## config.mk

```make
export PLATFORM = sky130hd
export DESIGN_NAME = canvas_restorer
export DESIGN_NICKNAME = d
export VERILOG_FILES = /design/src/rtl/canvas_restorer.sv
export SDC_FILE = /design/constraint.sdc
export NUM_CORES = 1
export LEC_CHECK = 0
export BUFFER_PORTS_ARGS = -buffer_cell sky130_fd_sc_hd__buf_4
export CAP_MARGIN = 20
export CORE_MARGIN = 2
export CORE_UTILIZATION = 25
export DETAILED_ROUTE_END_ITERATION = 8
export PLACE_DENSITY = 0.45
export SKIP_LAST_GASP = 1
export SLEW_MARGIN = 0
export SYNTH_ARGS = -nofsm -noshare
export SYNTH_HDL_FRONTEND = slang
export SYNTH_SLANG_ARGS = --single-unit
```

## constraint.sdc

```tcl
create_clock -name iClk -period 3.3 [get_ports iClk]
set_input_delay 0.33 -clock iClk [delete_from_list [all_inputs] [get_ports iClk]]
set_output_delay 0.33 -clock iClk [all_outputs]
set_load 0.01 [all_outputs]
```

## src/rtl/canvas_restorer.sv

```systemverilog
// Replays a saved cell canvas from memory onto the VGA plot bus.
// Each stored cell colour is expanded into a CELL_DIMENSION x CELL_DIMENSION block of pixels.
module canvas_restorer #(
  parameter int SCREEN_WIDTH   = 160,
  parameter int SCREEN_HEIGHT  = 120,
  parameter int CELL_DIMENSION = 5,
  parameter int SLOT_STRIDE    = 1024
) (
  input  logic                             iClk,
  input  logic                             iReset,
  input  logic                             iStart,
  input  logic                             iSlotSel,
  input  logic [2:0]                       iQ,
  output logic [14:0]                      oAddress,
  output logic                             oChipSelect,
  output logic                             oWren,
  output logic [2:0]                       oColour,
  output logic [$clog2(SCREEN_WIDTH):0]    oX_pixel,
  output logic [$clog2(SCREEN_HEIGHT):0]   oY_pixel,
  output logic                             oPlot,
  output logic                             oBusy,
  output logic                             oDone
);

  localparam int CELLS_X = SCREEN_WIDTH / CELL_DIMENSION;
  localparam int CELLS_Y = SCREEN_HEIGHT / CELL_DIMENSION;
  localparam int XW      = $clog2(SCREEN_WIDTH) + 1;
  localparam int YW      = $clog2(SCREEN_HEIGHT) + 1;
  localparam int CXW     = $clog2(CELLS_X);
  localparam int CYW     = $clog2(CELLS_Y);
  localparam int PW      = $clog2(CELL_DIMENSION);
  localparam int AW      = 15;

  typedef enum logic [2:0] {
    S_IDLE, S_READ, S_WAIT, S_PLOT, S_NEXT, S_DONE
  } state_t;

  state_t          state_q;
  logic            slot_q;
  logic [CXW-1:0]  cx_q;
  logic [CYW-1:0]  cy_q;
  logic [PW-1:0]   px_q;
  logic [PW-1:0]   py_q;
  logic [2:0]      colour_q;
  logic [AW-1:0]   addr_q;
  logic            cs_q;
  logic            plot_q;
  logic            busy_q;
  logic            done_q;
  logic [XW-1:0]   x_q;
  logic [YW-1:0]   y_q;

  logic            px_last, py_last, cx_last, cy_last;
  logic [CXW-1:0]  cx_d;
  logic [CYW-1:0]  cy_d;
  logic [PW-1:0]   px_d;
  logic [PW-1:0]   py_d;
  logic [XW-1:0]   x_base;
  logic [YW-1:0]   y_base;

  function automatic logic [AW-1:0] cell_addr(input logic s, input logic [CXW-1:0] cx,
                                               input logic [CYW-1:0] cy);
    return AW'(s) * AW'(SLOT_STRIDE) + AW'(cy) * AW'(CELLS_X) + AW'(cx);
  endfunction

  assign px_last = (px_q == PW'(CELL_DIMENSION - 1));
  assign py_last = (py_q == PW'(CELL_DIMENSION - 1));
  assign cx_last = (cx_q == CXW'(CELLS_X - 1));
  assign cy_last = (cy_q == CYW'(CELLS_Y - 1));

  assign px_d = px_last ? '0 : px_q + 1'b1;
  assign py_d = px_last ? py_q + 1'b1 : py_q;
  assign cx_d = cx_last ? '0 : cx_q + 1'b1;
  assign cy_d = cx_last ? cy_q + 1'b1 : cy_q;

  assign x_base = XW'(cx_q) * XW'(CELL_DIMENSION);
  assign y_base = YW'(cy_q) * YW'(CELL_DIMENSION);

  // px/py always name the pixel currently on the plot bus, so outputs are loaded with the next pixel.
  always_ff @(posedge iClk or posedge iReset) begin
    if (iReset) begin
      state_q  <= S_IDLE;
      slot_q   <= 1'b0;
      cx_q     <= '0;
      cy_q     <= '0;
      px_q     <= '0;
      py_q     <= '0;
      colour_q <= '0;
      addr_q   <= '0;
      cs_q     <= 1'b0;
      plot_q   <= 1'b0;
      busy_q   <= 1'b0;
      done_q   <= 1'b0;
      x_q      <= '0;
      y_q      <= '0;
    end else begin
      done_q <= 1'b0;
      cs_q   <= 1'b0;
      case (state_q)
        S_IDLE: begin
          if (iStart) begin
            slot_q  <= iSlotSel;
            cx_q    <= '0;
            cy_q    <= '0;
            addr_q  <= cell_addr(iSlotSel, '0, '0);
            cs_q    <= 1'b1;
            busy_q  <= 1'b1;
            state_q <= S_READ;
          end
        end
        S_READ: state_q <= S_WAIT;
        S_WAIT: begin
          colour_q <= iQ;
          px_q     <= '0;
          py_q     <= '0;
          x_q      <= x_base;
          y_q      <= y_base;
          plot_q   <= 1'b1;
          state_q  <= S_PLOT;
        end
        S_PLOT: begin
          if (px_last && py_last) begin
            plot_q  <= 1'b0;
            state_q <= S_NEXT;
          end else begin
            px_q <= px_d;
            py_q <= py_d;
            x_q  <= x_base + XW'(px_d);
            y_q  <= y_base + YW'(py_d);
          end
        end
        S_NEXT: begin
          if (cx_last && cy_last) begin
            busy_q  <= 1'b0;
            done_q  <= 1'b1;
            state_q <= S_DONE;
          end else begin
            cx_q    <= cx_d;
            cy_q    <= cy_d;
            addr_q  <= cell_addr(slot_q, cx_d, cy_d);
            cs_q    <= 1'b1;
            state_q <= S_READ;
          end
        end
        S_DONE:  state_q <= S_IDLE;
        default: state_q <= S_IDLE;
      endcase
    end
  end

  assign oAddress    = addr_q;
  assign oChipSelect = cs_q;
  assign oWren       = 1'b0;
  assign oColour     = colour_q;
  assign oX_pixel    = x_q;
  assign oY_pixel    = y_q;
  assign oPlot       = plot_q;
  assign oBusy       = busy_q;
  assign oDone       = done_q;

endmodule

```

==> results.json <==
{
  "grt_antenna_before_repair": 0,
  "ant_nets": 0,
  "cts_buffer_depth": 2,
  "worst_slew_pin_slew_ps": 710,
  "power_mw": 2.50,
  "p_leak_nw": 1.55,
  "synth-edff-count": 0,
  "cts.repair.resized": 0,
  "synth_top_family_by_area": "simple AND/OR/NAND/NOR gates",
  "synth_compound_area_share_pct": 13.9,
  "drcViolationCount": 0,
  "dp_hpwl_um": 4710,
  "start_util_pct": 25.4,
  "num_rows": 38,
  "maxCapViolations": 0,
  "powerDensity_mw_per_mm2": 755,
  "setup_violations": 0,
  "synth_cell_type_count": 48,
  "ctsHtreeMaxLevel": 2,
  "die_h_um": 109,
  "cts.sinks": 45,
  "fin_ws_ps": 728,
  "grt_max_degree": 46,
  "postCtsHoldBufs": 0,
  "rrSetupSlack_ps": 730,
  "end_kind": "register",
  "grt_pass1_vias": 2043,
  "dpl_cell_area_mm2": 0.00318,
  "synth.top_cells.by_count": "dfrtp_1, nand2_1, ha_1, o21ai_0, inv_1",
  "grt_first_pass_wirelength_um": 10500,
  "ys_ff_latch": 45,
  "grt_use_met2_pct": 17.0,
  "yosys-top-cells-area": "dfrtp_1, ha_1, mux2_2",
  "min_period_over_period_pct": 77.9,
  "cts_setup_buffers": 0,
  "grt-busiest-layer": "met2",
  "postLayoutCellArea_mm2": 0.00331,
  "synthAdderAreaFrac_pct": 14.3,
  "totalWireLength_um": 6270,
  "die-width_um": 109,
  "synthSimpleGateAreaFrac_pct": 16.5,
  "critical_path_class": "register to register",
  "hp-class": "input port to async pin",
  "wl_per_cell_um": 13.5,
  "synth_most_common_cell": "dfrtp_1",
  "maxSlewViolCount": 0,
  "muxShareOfSynthArea_pct": 5.15,
  "cts_tree": "done",
  "grtUsageMet1_pct": 16.7,
  "synthArstFlopShare_pct": 100,
  "synth_warnings": 0,
  "outcome": "complete, no violations",
  "rsz0062_at_grt": "false",
  "area_growth_pct": 20.5,
  "ir_worst_vdd_v": 0.000266,
  "fillers": 1142,
  "hold_viol": 0,
  "setup-tns-final_ps": 0,
  "io_buffers": 41,
  "cp.arrival_ps": 2800,
  "netlist_area_mm2": 0.00274,
  "synthFlopType": "dfrtp_1",
  "overflow": 0,
  "insertion_delay_ps": 290,
  "diodes": 0,
  "syn_inst": 280,
  "clock_skew_ps": 7.83,
  "fmax_ghz": 0.389,
  "via_count": 2054,
  "clkTransAtPathRegs_ps": 90,
  "cp-start-kind": "register",
  "yosysTopAreaCell": "dfrtp_1",
  "syn_avg_cell_area_um2": 9.80,
  "die_area_mm2": 0.0118,
  "post-route-min-period_ps": 2570,
  "via_per_inst": 4.44,
  "drive_above_1_share_pct": 20.4,
  "gp_congestion": 0.735,
  "first_pass_iters": 4,
  "ys_seq_area_share_pct": 41.0,
  "path_max_fanout": 7,
  "use_met3_pct": 2.45,
  "core_mm2": 0.0108,
  "cts_buffers": 5,
  "nets": 358,
  "io_pins": 47,
  "slew_headroom_pct": 52.0,
  "synth-xor-area-share_pct": 3.51,
  "drt-initial-drc-count": 60,
  "grt_usage_pct": 11.4,
  "required_ps": 3520,
  "place_ws_ps": 715,
  "clock-root-buffer": "clkbuf_8",
  "netlist.area_leader.share_pct": 41.0
}
==> cell usage in the layout (no fill, tap or decap), drive strengths merged, types with 3 or more instances in the layout <==
| cell type | netlist | routed |
|---|---|---|
| o21ai | 20 | 20 |
| nand2 | 27 | 27 |
| mux2 | 9 | 9 |
| ha | 25 | 25 |
| o22ai | 3 | 3 |
| and3 | 4 | 4 |
| nor2 | 18 | 18 |
| xor2 | 4 | 4 |
| buf | 10 | 45 |
| nand3 | 11 | 11 |
| inv | 19 | 19 |
| clkbuf | 4 | 7 |
| fa | 4 | 4 |
| a31oi | 6 | 6 |
| nor2b | 3 | 3 |
| or3 | 5 | 5 |
| mux2i | 4 | 4 |
| xnor2 | 7 | 7 |
| a21oi | 14 | 14 |
| conb | 1 | 5 |
| nor3 | 3 | 3 |
| dfrtp | 45 | 45 |
| a21o | 4 | 4 |
==> metal layers <==
layer	vias to the layer above	part of all wire, %
li1	1066	-
met1	953	52
met2	31	43
met3	4	3.9
met4	0	0.80
met5	-	0
==> metrics by stage <==
stage / std cells / hold WS [ps] / utilization, %
6_report: 463 / 4.99 / 30.6
5_1_grt: 463 / 12.0 / 30.6
4_1_cts: 462 / 222 / 30.4
3_5_place_dp: 454 / 464 / 29.5
3_3_place_gp: 454 / 456 / 29.5
2_1_floorplan: 284 / 435 / -
==> final cells by class <==
class                   count  area [um2]  area share [%]
multi-input cells         206        1480            44.8
flip-flops and latches     45        1130            34.1
clock buffers               7        96.3            2.91
inverters                  19        71.3            2.16
clock inverters             1        5.00           0.151
well taps                 140         175            5.30
repair buffers             45         350            10.6
==> power by group <==
group | internal (mW) | total, mW | switching, mW | leakage (nW)
sequential | 0.737 | 0.881 | 0.144 | 0.534
clock | 0.190 | 0.381 | 0.191 | 0.0542
combinational | 0.599 | 1.24 | 0.637 | 0.964
==> registers in the layout, indices dropped and copies added, names as in the netlist <==
name         count
oColour          3
oPlot            1
oAddress         3
px_q             3
slot_q           1
oX_pixel         9
oY_pixel         8
oChipSelect      1
oBusy            1
cy_q             4
py_q             3
state_q          3
cx_q             4
oDone            1
==> worst max-delay path, cell delays in order, from the launching register on <==
cell and delay, ps:
dfrtp_1 490, ha_1 340, ha_1 210, inv_1 70, fa_1 470, or3_1 380
or4_1 400, a31oi_1 160
==> path summary, 6_finish.rpt <==
path / start / endpoint / cells after the start
min reg2reg: slot_q / slot_q / 2
min: iReset / oY_pixel[7] / 2
max in group asynchronous: iReset / state_q[1] / 3
max: cy_q[1] / oY_pixel[7] / 7
min in group iClk: iSlotSel / slot_q / 3
max reg2reg: cy_q[1] / oY_pixel[7] / 7
==> kinds of logic (layout without fill, tap and decap cells) <==
| family | count (synthesis) | count (layout) |
|---|---|---|
| buf+inv | 33 | 72 |
| xor+xnor | 11 | 11 |
| other cells | 1 | 5 |
| compound gates | 61 | 61 |
| simple gates | 87 | 87 |
| fa+ha+maj | 29 | 29 |
| flops | 45 | 45 |
| mux | 13 | 13 |
No activity file was read; power rests on OpenSTA's default activity.
